[config.mk]
export PLATFORM = sky130hd
export DESIGN_NAME = midi_uart_tx
export DESIGN_NICKNAME = d
export VERILOG_FILES = /design/src/rtl/mimic_midi_pkg.sv /design/src/rtl/midi_fifo.sv /design/src/rtl/midi_uart_tx.sv
export SDC_FILE = /design/constraint.sdc
export NUM_CORES = 1
export LEC_CHECK = 0
export ABC_AREA = 1
export ABC_CLOCK_PERIOD_IN_PS = 3350
export CAP_MARGIN = 20
export CORE_ASPECT_RATIO = 1.25
export CORE_MARGIN = 3
export CORE_UTILIZATION = 45
export DETAILED_ROUTE_END_ITERATION = 12
export MAX_ROUTING_LAYER = met4
export PLACE_DENSITY_LB_ADDON = 0.08
export SYNTH_ARGS = -nofsm -noshare
export SYNTH_HDL_FRONTEND = slang
export SYNTH_HIERARCHICAL = 1
export SYNTH_SLANG_ARGS = --single-unit
export TNS_END_PERCENT = 100
[constraint.sdc]
create_clock -name CLK_AUDIO -period 3.35 [get_ports CLK_AUDIO]
set_clock_uncertainty 0.05 [all_clocks]
set_input_delay 0.67 -clock CLK_AUDIO [delete_from_list [all_inputs] [get_ports CLK_AUDIO]]
set_output_delay 0.67 -clock CLK_AUDIO [all_outputs]
set_load 0.03 [all_outputs]
[src/rtl/mimic_midi_pkg.sv]
// Purpose : shared state encoding, MIDI constants and the bit-period helper.
// Latency : n/a (types and constants only).
// Backpr. : n/a.
// Contents: uart_state_e (IDLE/START/DATA/STOP), MIDI_BAUD, calc_div().
package mimic_midi_pkg;

  localparam int MIDI_BAUD = 31250;

  typedef enum logic [1:0] {
    IDLE  = 2'd0,
    START = 2'd1,
    DATA  = 2'd2,
    STOP  = 2'd3
  } uart_state_e;

  // Bit period in clock cycles, rounded to nearest: round(clk_hz / baud).
  function automatic int calc_div(input int clk_hz, input int baud);
    return (clk_hz + baud / 2) / baud;
  endfunction

endpackage

[src/rtl/midi_fifo.sv]
// Purpose : synchronous single-clock FIFO with occupancy output.
// Latency : a pushed word is visible on dout_o the cycle after the push (fall-through read).
// Backpr. : pushes are ignored while full, pops ignored while empty, even if the other side is active.
// Ports   : clk_i/rst_i (sync active-high), push_i/din_i write side, pop_i/dout_o read side,
//           level_o occupancy, full_o/empty_o status flags.
module midi_fifo #(
  parameter  int DEPTH = 16,
  parameter  int WIDTH = 8,
  localparam int PTR_W = (DEPTH > 1) ? $clog2(DEPTH) : 1,
  localparam int LVL_W = $clog2(DEPTH) + 1
) (
  input  logic             clk_i,
  input  logic             rst_i,
  input  logic             push_i,
  input  logic [WIDTH-1:0] din_i,
  input  logic             pop_i,
  output logic [WIDTH-1:0] dout_o,
  output logic [LVL_W-1:0] level_o,
  output logic             full_o,
  output logic             empty_o
);

  logic [WIDTH-1:0] mem_q [DEPTH];
  logic [PTR_W-1:0] wr_ptr_q;
  logic [PTR_W-1:0] rd_ptr_q;
  logic [LVL_W-1:0] level_q;
  logic [LVL_W-1:0] level_d;
  logic             do_push;
  logic             do_pop;

  assign full_o  = (level_q == LVL_W'(DEPTH));
  assign empty_o = (level_q == '0);
  assign do_push = push_i & ~full_o;
  assign do_pop  = pop_i & ~empty_o;
  assign dout_o  = mem_q[rd_ptr_q];
  assign level_o = level_q;

  // Simultaneous push and pop leaves the level unchanged.
  always_comb begin
    level_d = level_q;
    if (do_push && !do_pop) begin
      level_d = level_q + 1'b1;
    end else if (!do_push && do_pop) begin
      level_d = level_q - 1'b1;
    end
  end

  // DEPTH is a power of two, so pointers wrap naturally at their width.
  always_ff @(posedge clk_i) begin
    if (rst_i) begin
      wr_ptr_q <= '0;
      rd_ptr_q <= '0;
      level_q  <= '0;
    end else begin
      if (do_push) wr_ptr_q <= wr_ptr_q + 1'b1;
      if (do_pop)  rd_ptr_q <= rd_ptr_q + 1'b1;
      level_q <= level_d;
    end
  end

  // Storage needs no reset: level/pointers define what is valid.
  always_ff @(posedge clk_i) begin
    if (do_push) mem_q[wr_ptr_q] <= din_i;
  end

endmodule

[src/rtl/midi_uart_tx.sv]
// Purpose : buffered 8N1 MIDI serial transmitter (byte FIFO + UART FSM).
// Latency : start bit appears the cycle after the pop; frame = 10 bit periods, +1 idle cycle between frames.
// Backpr. : in_ready drops while the FIFO is full; a held byte is taken once a pop frees a slot.
// Ports   : CLK_AUDIO sole clock, reset sync active-high; in_data/in_valid/in_ready byte input;
//           midi_tx serial line (idle high, registered); busy = queued or in flight; fifo_level occupancy.
module midi_uart_tx
  import mimic_midi_pkg::*;
#(
  parameter int CLK_HZ     = 24576000,
  parameter int BAUD       = MIDI_BAUD,
  parameter int FIFO_DEPTH = 16
) (
  input  logic                          CLK_AUDIO,
  input  logic                          reset,
  input  logic [7:0]                    in_data,
  input  logic                          in_valid,
  output logic                          in_ready,
  output logic                          midi_tx,
  output logic                          busy,
  output logic [$clog2(FIFO_DEPTH):0]   fifo_level
);

  localparam int DIV   = calc_div(CLK_HZ, BAUD);
  localparam int CNT_W = (DIV > 2) ? $clog2(DIV) : 1;
  localparam logic [CNT_W-1:0] DIV_M1 = CNT_W'(DIV - 1);

  uart_state_e      state_q;
  logic [CNT_W-1:0] cnt_q;
  logic [2:0]       bit_q;
  logic [7:0]       shift_q;
  logic             tx_q;

  logic             fifo_full;
  logic             fifo_empty;
  logic [7:0]       fifo_dout;
  logic             pop;

  // Gated by reset so the host sees no ready while the block is held in reset.
  assign in_ready = ~reset & ~fifo_full;
  assign pop      = (state_q == IDLE) & ~fifo_empty;
  assign busy     = (state_q != IDLE) | ~fifo_empty;
  assign midi_tx  = tx_q;

  midi_fifo #(
    .DEPTH (FIFO_DEPTH),
    .WIDTH (8)
  ) u_fifo (
    .clk_i   (CLK_AUDIO),
    .rst_i   (reset),
    .push_i  (in_valid & in_ready),
    .din_i   (in_data),
    .pop_i   (pop),
    .dout_o  (fifo_dout),
    .level_o (fifo_level),
    .full_o  (fifo_full),
    .empty_o (fifo_empty)
  );

  // The frame byte lives in shift_q from the pop onward, so later pushes
  // cannot disturb a frame in flight. cnt_q counts down from DIV-1; each
  // state boundary happens when it reaches zero and reloads it.
  always_ff @(posedge CLK_AUDIO) begin
    if (reset) begin
      state_q <= IDLE;
      cnt_q   <= '0;
      bit_q   <= '0;
      shift_q <= '0;
      tx_q    <= 1'b1;
    end else begin
      case (state_q)
        IDLE: begin
          if (!fifo_empty) begin
            shift_q <= fifo_dout;
            cnt_q   <= DIV_M1;
            tx_q    <= 1'b0;
            state_q <= START;
          end
        end
        START: begin
          if (cnt_q == '0) begin
            cnt_q   <= DIV_M1;
            bit_q   <= '0;
            tx_q    <= shift_q[0];
            state_q <= DATA;
          end else begin
            cnt_q <= cnt_q - 1'b1;
          end
        end
        DATA: begin
          if (cnt_q == '0) begin
            cnt_q <= DIV_M1;
            if (bit_q == 3'd7) begin
              tx_q    <= 1'b1;
              state_q <= STOP;
            end else begin
              bit_q   <= bit_q + 3'd1;
              tx_q    <= shift_q[1];
              shift_q <= {1'b0, shift_q[7:1]};
            end
          end else begin
            cnt_q <= cnt_q - 1'b1;
          end
        end
        STOP: begin
          if (cnt_q == '0) begin
            state_q <= IDLE;
          end else begin
            cnt_q <= cnt_q - 1'b1;
          end
        end
        default: begin
          state_q <= IDLE;
          tx_q    <= 1'b1;
        end
      endcase
    end
  end

endmodule
# Word-level counts from Yosys, hierarchy flattened
# Memories as Yosys holds them, arrays and structs flattened. A register that Yosys moved wholly into a read port is not among the register bits.
# Index checks and enable logic that the tools add are counted.
# W data, S select, Z words.
# op_classes
reduce_logical	18
n_addsub	6
n_bitwise	9
n_eq_ne	12
muxes	29
# ops
operator	n
$mux W10	3
$pmux W10 S3	1
$mux W8	3
$pmux W8 S2	1
$ne A2 B2 Y1 const B	7
$reduce_and A4 Y1	3
$logic_not A10 Y1	1
$mux W2	5
$mux W5	2
$sub A10 B1 Y10 const B	1
$mux W3	3
$add A4 B1 Y4 const B	2
$mux W4	2
$pmux W2 S4	1
$reduce_bool A2 Y1	4
$mux W1	6
$pmux W3 S2	1
$add A5 B1 Y5 const B	1
$and A1 B1 Y1	5
$eq A5 B5 Y1 const B	1
$logic_not A5 Y1	1
$reduce_and A5 Y1	1
$sub A5 B1 Y5 const B	1
$eq A2 B2 Y1 const B	2
other kinds (12)	16
# word_totals
mem_count	1
out_inout_bits	8
inputBits	11
elab_cells	83
regBits	37
ram_bits	128
# memory_table
memory	depth	width	read_ports	rd_ports_with_merged_regs	wr	line	text
u_fifo.mem_q	16	8	1	1	1	midi_fifo.sv:23	logic [WIDTH-1:0] mem_q [DEPTH];

# Longest topological paths before layout
# Gate-level depths: netlist of run 1.
# depth
depth_word	9
depth_mapped	15
mapped_depth_nobuf	15

# Modules after synthesis
# The synthesis of run 1 kept the hierarchy.
# modules_own_cells
module	area_per_inst_um2	cells_per_inst	n_inst	seq_area_each_um2
midi_fifo	6453.7	657	1	4184.0
midi_uart_tx	1547.7	237	1	480.5

# Worst setup path after synthesis of run 1
# Ideal clock, no wire load.
# synth_timing
path_type	register -> register
startpoint	reg u_fifo.level_q[1], in the netlist u_fifo/level_o[1]
endpoint	reg u_fifo.level_q[4], in the netlist u_fifo/level_o[4]
setup_time_ns	0.115
stages_incl_launch_ff	15
synth_period_minus_slack_ns	2.703
setup_slack_ns	0.647
arrival_time_ns	2.537
required_time_ns	3.185
path_buffers	0
path_cell_list	dfxtp_1 -> nor2_1 -> nand3_2 -> inv_1 -> nor3b_1 -> nand2_1 -> inv_2 -> ha_1 -> inv_1 -> ha_1 -> or2_2 -> nand3_1 -> nand2_1 -> o21ai_0 -> inv_1
# synth_between
elab_chain_cells	8
elab_cells_between_ends	18
cone_classes	2 x add/sub; 1 x eq/ne; 2 x mux; 7 x bitwise; 6 x reduce/logical
# synth_rtl
element	line	text
start: declaration	midi_fifo.sv:26	logic [LVL_W-1:0] level_q;
start signal: assignment	midi_fifo.sv:57	level_q <= level_d;
$eq A5 B5 Y1 (*)	midi_fifo.sv:31	assign full_o = (level_q == LVL_W'(DEPTH));
named net fifo_full	midi_uart_tx.sv:33	logic fifo_full;
$not A1 Y1 (*)	midi_fifo.sv:33, midi_uart_tx.sv:39	
$and A1 B1 Y1	midi_uart_tx.sv:39	assign in_ready = ~reset & ~fifo_full;
$and A1 B1 Y1	midi_uart_tx.sv:50	.push_i (in_valid & in_ready),
$and A1 B1 Y1 (*)	midi_fifo.sv:33	assign do_push = push_i & ~full_o;
named net u_fifo.do_push	midi_fifo.sv:28	logic do_push;
$logic_not A1 Y1	midi_fifo.sv:43	end else if (!do_push && do_pop) begin
$logic_and A1 B1 Y1	midi_fifo.sv:43	
$reduce_bool A2 Y1 (no source line)	-	
# Mark *: on every way through the listed nets, which the timed path passes. The rest lies on a longest branch. The select of a mux whose other input is x is not followed.
# A chain may end at the register's enable or synchronous reset.

# Worst setup path after layout of run 1
# layout_timing
startpoint	in reset
endpoint	out in_ready
# layout_between
elab_chain_cells	2
# layout_rtl
element	line	text
start: declaration	midi_uart_tx.sv:14	input logic reset,
$not A1 Y1	midi_uart_tx.sv:39	
$and A1 B1 Y1	midi_uart_tx.sv:39	
end: declaration	midi_uart_tx.sv:17	output logic in_ready,
# No other way between the ends.

==> results of run 1 <==
-- through the flow --
stage	cells	setup slack (ns)	instance area [sq um]
after floorplan	894	0.647	8000
after CTS	1157	0.474	9040
after detailed placement	1125	0.231	8430
after global routing	1158	0.348	9060
after global placement	1125	0.281	8430
final	1158	0.483	9060
-- flip-flops by register name, summed over array words and instances (netlist names), named ones only --
register	count
state_q	2
cnt_q	10
bit_q	3
u_fifo/rd_ptr_q	4
midi_tx	1
u_fifo/mem_q	128
u_fifo/level_o	5
shift_q	8
u_fifo/wr_ptr_q	4
-- layout by cell type, fill, tap and decap left out, types with 18 or more instances in the layout --
master           count
clkdlybuf4s50_1     18
nand2_1            271
nor2_1              62
inv_1              142
edfxtp_1           128
buf_4               22
dfxtp_1             40
nand3_1            119
a21oi_1             21
-- power by group --
part           internal, mW  switching (mW)
Clock                  1.19           0.847
Combinational         0.841            1.69
Sequential             2.43           0.165
Total                  4.46            2.70
-- worst max-delay path, cell delays in order --
cell,delay (ns)
clkdlybuf4s50_1,0.46
buf_4,0.24
nor2_1,0.10
clkdlybuf4s50_1,0.68
-- routing by layer --
layer | routed length [um] | vias up | GRT usage
met5 | 0 | - | -
met4 | 414 | 0 | 0.0749
met3 | 555 | 33 | 0.0326
met2 | 9020 | 113 | 0.325
met1 | 8210 | 2683 | 0.246
li1 | - | 2927 | -
-- how the worst min path moves through the flow --
stage                     from    endpoint  slack [ns]  cells past startpoint
global route        shift_q[4]  shift_q[4]        0.44                      2
finish              shift_q[7]  shift_q[7]        0.41                      2
CTS                 shift_q[7]  shift_q[7]        0.42                      2
global placement    shift_q[1]  shift_q[1]        0.40                      2
floorplan           shift_q[0]  shift_q[0]        0.39                      2
detailed placement  shift_q[7]  shift_q[7]        0.41                      2
-- cell families after synthesis --
family          after synthesis  share of synthesized area
simple gates                492                      0.268
buf+inv                     178                     0.0941
flops                       169                      0.583
compound gates               34                     0.0227
fa+ha+maj                    18                     0.0291
xor+xnor                      3                    0.00328
-- final cells by class --
cell class,count,share of cell area
Clock buffer,17,0.0469
Clock inverter,15,0.0207
Inverter,149,0.0617
Multi-Input combinational cell,547,0.285
Sequential cell,169,0.515
Tap cell,220,0.0304
Timing Repair Buffer,41,0.0403
==> flow_metrics.tcl, run 1 <==
set metrics [dict create \
    place_congestion 0.848 \
    critPathRequiredTime_ns 2.63 \
    ys_seq_area_frac 0.583 \
    syn_area_per_cell_sq_um 8.95 \
    tightest_slew_ns 0.829 \
    synth.cell_area_sq_um 8000 \
    cts_tree "yes" \
    ys_seq_elements 169 \
    gr-total-overflow 0 \
    seq_area_sq_um 4670 \
    leakagePower_nw 4.01 \
    die_area_sq_um 19400 \
    cp-endpoint "in_ready" \
    die_h_um 155 \
    reg2reg_slack_ns 0.62 \
    cts_sinks 169 \
    endpoint_kind "primary output" \
    cts_buffers 17 \
    gr-usage-all-layers 0.197 \
    max_slew_margin 0.446 \
    yosysTopAreaCellShare 0.480 \
    antennaDiodeCount 0 \
    wirelength_um 18200 \
    drtAntennaViolNets 0 \
    ir_worst_vdd_v 0.000476 \
    final_core_util 0.530 \
    antenna_found_initial 0 \
    netlist_instances 894 \
    min_period_ns 2.87 \
    rsz0062_at_grt "no" \
    cts_resized 0 \
    num_rows 53 \
    hold_violations 0 \
    holdBufCountCts 0 \
    cts_buffer_depth 2 \
    grt_max_degree 65 \
    status "finished clean" \
    drt_iter0_markers 363 \
    syn2layout_area_growth_pct 13.3 \
    avgRoutedWirePerCell_um 15.7 \
    arrival_ns 2.15 \
    timing.fmax_mhz 349 \
    drc 0 \
    portBuffers 18 \
    p_total_mw 7.15 \
    ys_top_cells_by_area "edfxtp_1 48%, nand2_1 13%, dfxtp_1 10%" \
    fill_cells 1590 \
    synth_area_leader_cell "edfxtp_1" \
    r2r-start "u_fifo/level_o[0]" \
    cap_violations 0 \
    core_area_sq_um 17100 \
    clk_pin_slew_ns 0.06 \
    h-tree-depth 4 \
    grt_pass1_wl_um 28800 \
    dieWidth_um 125 \
    r2r_end "u_fifo/level_o[4]" \
    yosysWarnings 6 \
    synth_nets 923 \
    synth-edff-count 128 \
    post-cts-setup-buffers 0 \
    cts_root_buffer "clkbuf_16" \
    critPathMaxFanout 19 \
    period_share 0.856 \
    crit_path_start_kind "input port" \
    dr.pass1.iters 5 \
    timing.hold.ws_ns 0.415 \
    worstSkewPairLatency_ns 0.43 \
    crit_type "input port to primary output" \
    multiInputGateArea_sq_um 2580 \
    fin_setup_tns_ns 0 \
    grt_pass1_vias 5473 \
    layout-drive-gt1-share 0.0874 \
    min_path_type "flop to flop" \
    viasPerCell 4.97 \
    powerDensity_nw_per_um2 789 \
    crit_path_start "reset" \
    initial_core_util 0.468 \
    io-pin-count 19 \
    nets 954 \
    slew_viol_final 0 \
    synth-main-ff-cell "edfxtp_1" \
    via_count 5756 \
    synth.most_common_cell "nand2_1" \
    synthArstFlopShare 0 \
    r2r_cells 14 \
    dp_hpwl_um 11700 \
    synthTopCellsByCount "271 x nand2_1, 142 x inv_1, 128 x edfxtp_1" \
    synth_cell_type_count 31 \
    setup_viol 0 \
]
No activity file was read; power rests on OpenSTA's default activity.
==> inputs of run 2 (changes only) <==
Settings changed: CORE_ASPECT_RATIO 1.25 to default, CTS_BUF_LIST from default to sky130_fd_sc_hd__clkbuf_2.
==> run 2 against run 1 <==
  * Register-to-register slack worse by 0.12 ns
  * Clock-buffer cell count increased by 1
  * Critical endpoint unchanged
  * Utilization decreased by 2.6 points
  * Sequential power is essentially flat
  * Global-route usage rose by 0.60 points
==> flow_metrics.tcl, run 2 (synthesis results as in run 1) <==
set metrics [dict create \
    crit_chain "nor2_1 -> nand3_2 -> inv_1 -> nor2_1 -> clkdlybuf4s50_1" \
    dp_hpwl_um 12000 \
    r2r_end "u_fifo/level_o[4]" \
    period_share 0.901 \
    crit_type "flop to primary output" \
    endpoint_kind "primary output" \
    max_flop_register "u_fifo/mem_q" \
    die_h_um 139 \
    wirelength_um 18600 \
    r2r-start "state_q[0]" \
    syn2layout_area_growth_pct 9.21 \
    grt_pass1_wl_um 30000 \
    tightest_slew_ns 0.830 \
    multiInputGateArea_sq_um 2580 \
    fin_setup_tns_ns 0 \
    antenna_found_initial 1 \
    crit_path_start_kind "flop" \
    min_period_ns 3.02 \
    cts_root_buffer "clkbuf_2" \
    initial_core_util 0.461 \
    critPathMaxFanout 5 \
    cp_slowest_cell "clkdlybuf4s50_1" \
    p_total_mw 6.35 \
    viasPerCell 5.02 \
    grt_pass1_vias 5601 \
    mostFrequentLayoutCell "nand2_1" \
    die_area_sq_um 19400 \
    drc 0 \
    gr-total-overflow 0 \
    cap_violations 0 \
    nets 954 \
    via_count 5849 \
    cts_buffers 17 \
    crit_path_frequent_cell "nor2_1" \
    finalNonFillerCells 1164 \
    dp_cells 1131 \
    io-pin-count 19 \
    status "finished clean" \
    clk_pin_slew_ns 0.24 \
    r2r_cells 13 \
    seq_area_sq_um 4670 \
    grt_max_degree 65 \
    top_regs "u_fifo/mem_q (128), cnt_q (10), shift_q (8)" \
    ir_worst_vdd_v 0.000612 \
    timing.fmax_mhz 331 \
    largest_register_ffs 128 \
    cp_top_family "buffers and inverters" \
    min_from "midi_tx" \
    drt_iter0_markers 489 \
    h-tree-depth 4 \
    crit_buf_inv 2 \
    layout-drive-gt1-share 0.0896 \
    slew_viol_final 0 \
    dpl_cell_area_sq_um 8460 \
    final_core_util 0.503 \
    min_path_cells 2 \
    powerDensity_nw_per_um2 727 \
    dr.pass1.iters 5 \
    holdPathEnd "midi_tx" \
    critPathRequiredTime_ns 2.63 \
    holdBufCountCts 0 \
    gr-usage-all-layers 0.203 \
    setup_ws_ns 0.333 \
    place_ws_ns 0.148 \
    post-cts-setup-buffers 0 \
    avgRoutedWirePerCell_um 15.9 \
    place_congestion 0.810 \
    dieWidth_um 139 \
    cts_buffer_depth 2 \
    max_slew_margin 0.445 \
    finalInstanceArea_sq_um 8740 \
    cts_tree "yes" \
    portBuffers 18 \
    cpPeakStageDelay_ns 0.68 \
    hold_violations 0 \
    timing.hold.ws_ns 0.428 \
    arrival_ns 2.30 \
    rsz0062_at_grt "no" \
    most-common-layout-cells "271 x nand2_1, 142 x inv_1, 128 x edfxtp_1" \
    leakagePower_nw 3.87 \
    cts_sinks 169 \
    num_rows 48 \
    reg2reg_slack_ns 0.50 \
    worstSkewPairLatency_ns 0.73 \
    core_area_sq_um 17400 \
    drtAntennaViolNets 0 \
    min_path_type "flop to flop" \
    fill_cells 1651 \
    setup_viol 0 \
]
[run 2: cell type report]
type / count / area share
diodes: 1 / 0.000286
inverters: 149 / 0.0640
clock buffers: 18 / 0.0103
repair buffers: 41 / 0.0421
clock inverters: 14 / 0.0213
well taps: 225 / 0.0322
flip-flops and latches: 169 / 0.534
multi-input cells: 547 / 0.296
[run 2: worst min-delay path, cell delays in order, from the launching register on]
cell and delay [ns]:
dfxtp_1 0.36, nand2_1 0.06, nand3_1 0.05
[run 2: worst max-delay path by stage]
stage,start,to,slack (ns),cells past startpoint
after detailed placement,reset,u_fifo/level_o[4],0.15,12
final,u_fifo/level_o[1],in_ready,0.33,5
after CTS,u_fifo/level_o[1],busy,0.008,6
after global placement,reset,u_fifo/level_o[4],0.23,12
after global routing,u_fifo/level_o[1],in_ready,0.13,5
after floorplan,u_fifo/level_o[1],u_fifo/level_o[4],0.65,14
[run 2: where the power goes]
group	total, mW	leakage [nW]	internal (mW)	switching, mW
Clock	1.20	0.158	0.440	0.762
Sequential	2.57	1.49	2.42	0.143
Combinational	2.58	2.22	0.843	1.74
Total	6.35	3.87	3.71	2.64
[run 2: what timing repair did]
item,in CTS,in global routing
endpoints found under the setup margin,1,1
pin swaps,0,0
resized for setup,1,1
[run 2: metal layers]
metal  vias up  track usage  part of all wire
li1       2928            -                 -
met1      2724        0.281              0.47
met2       163        0.305              0.46
met3        34       0.0337             0.044
met4         0       0.0716             0.024
met5         -            -                 0
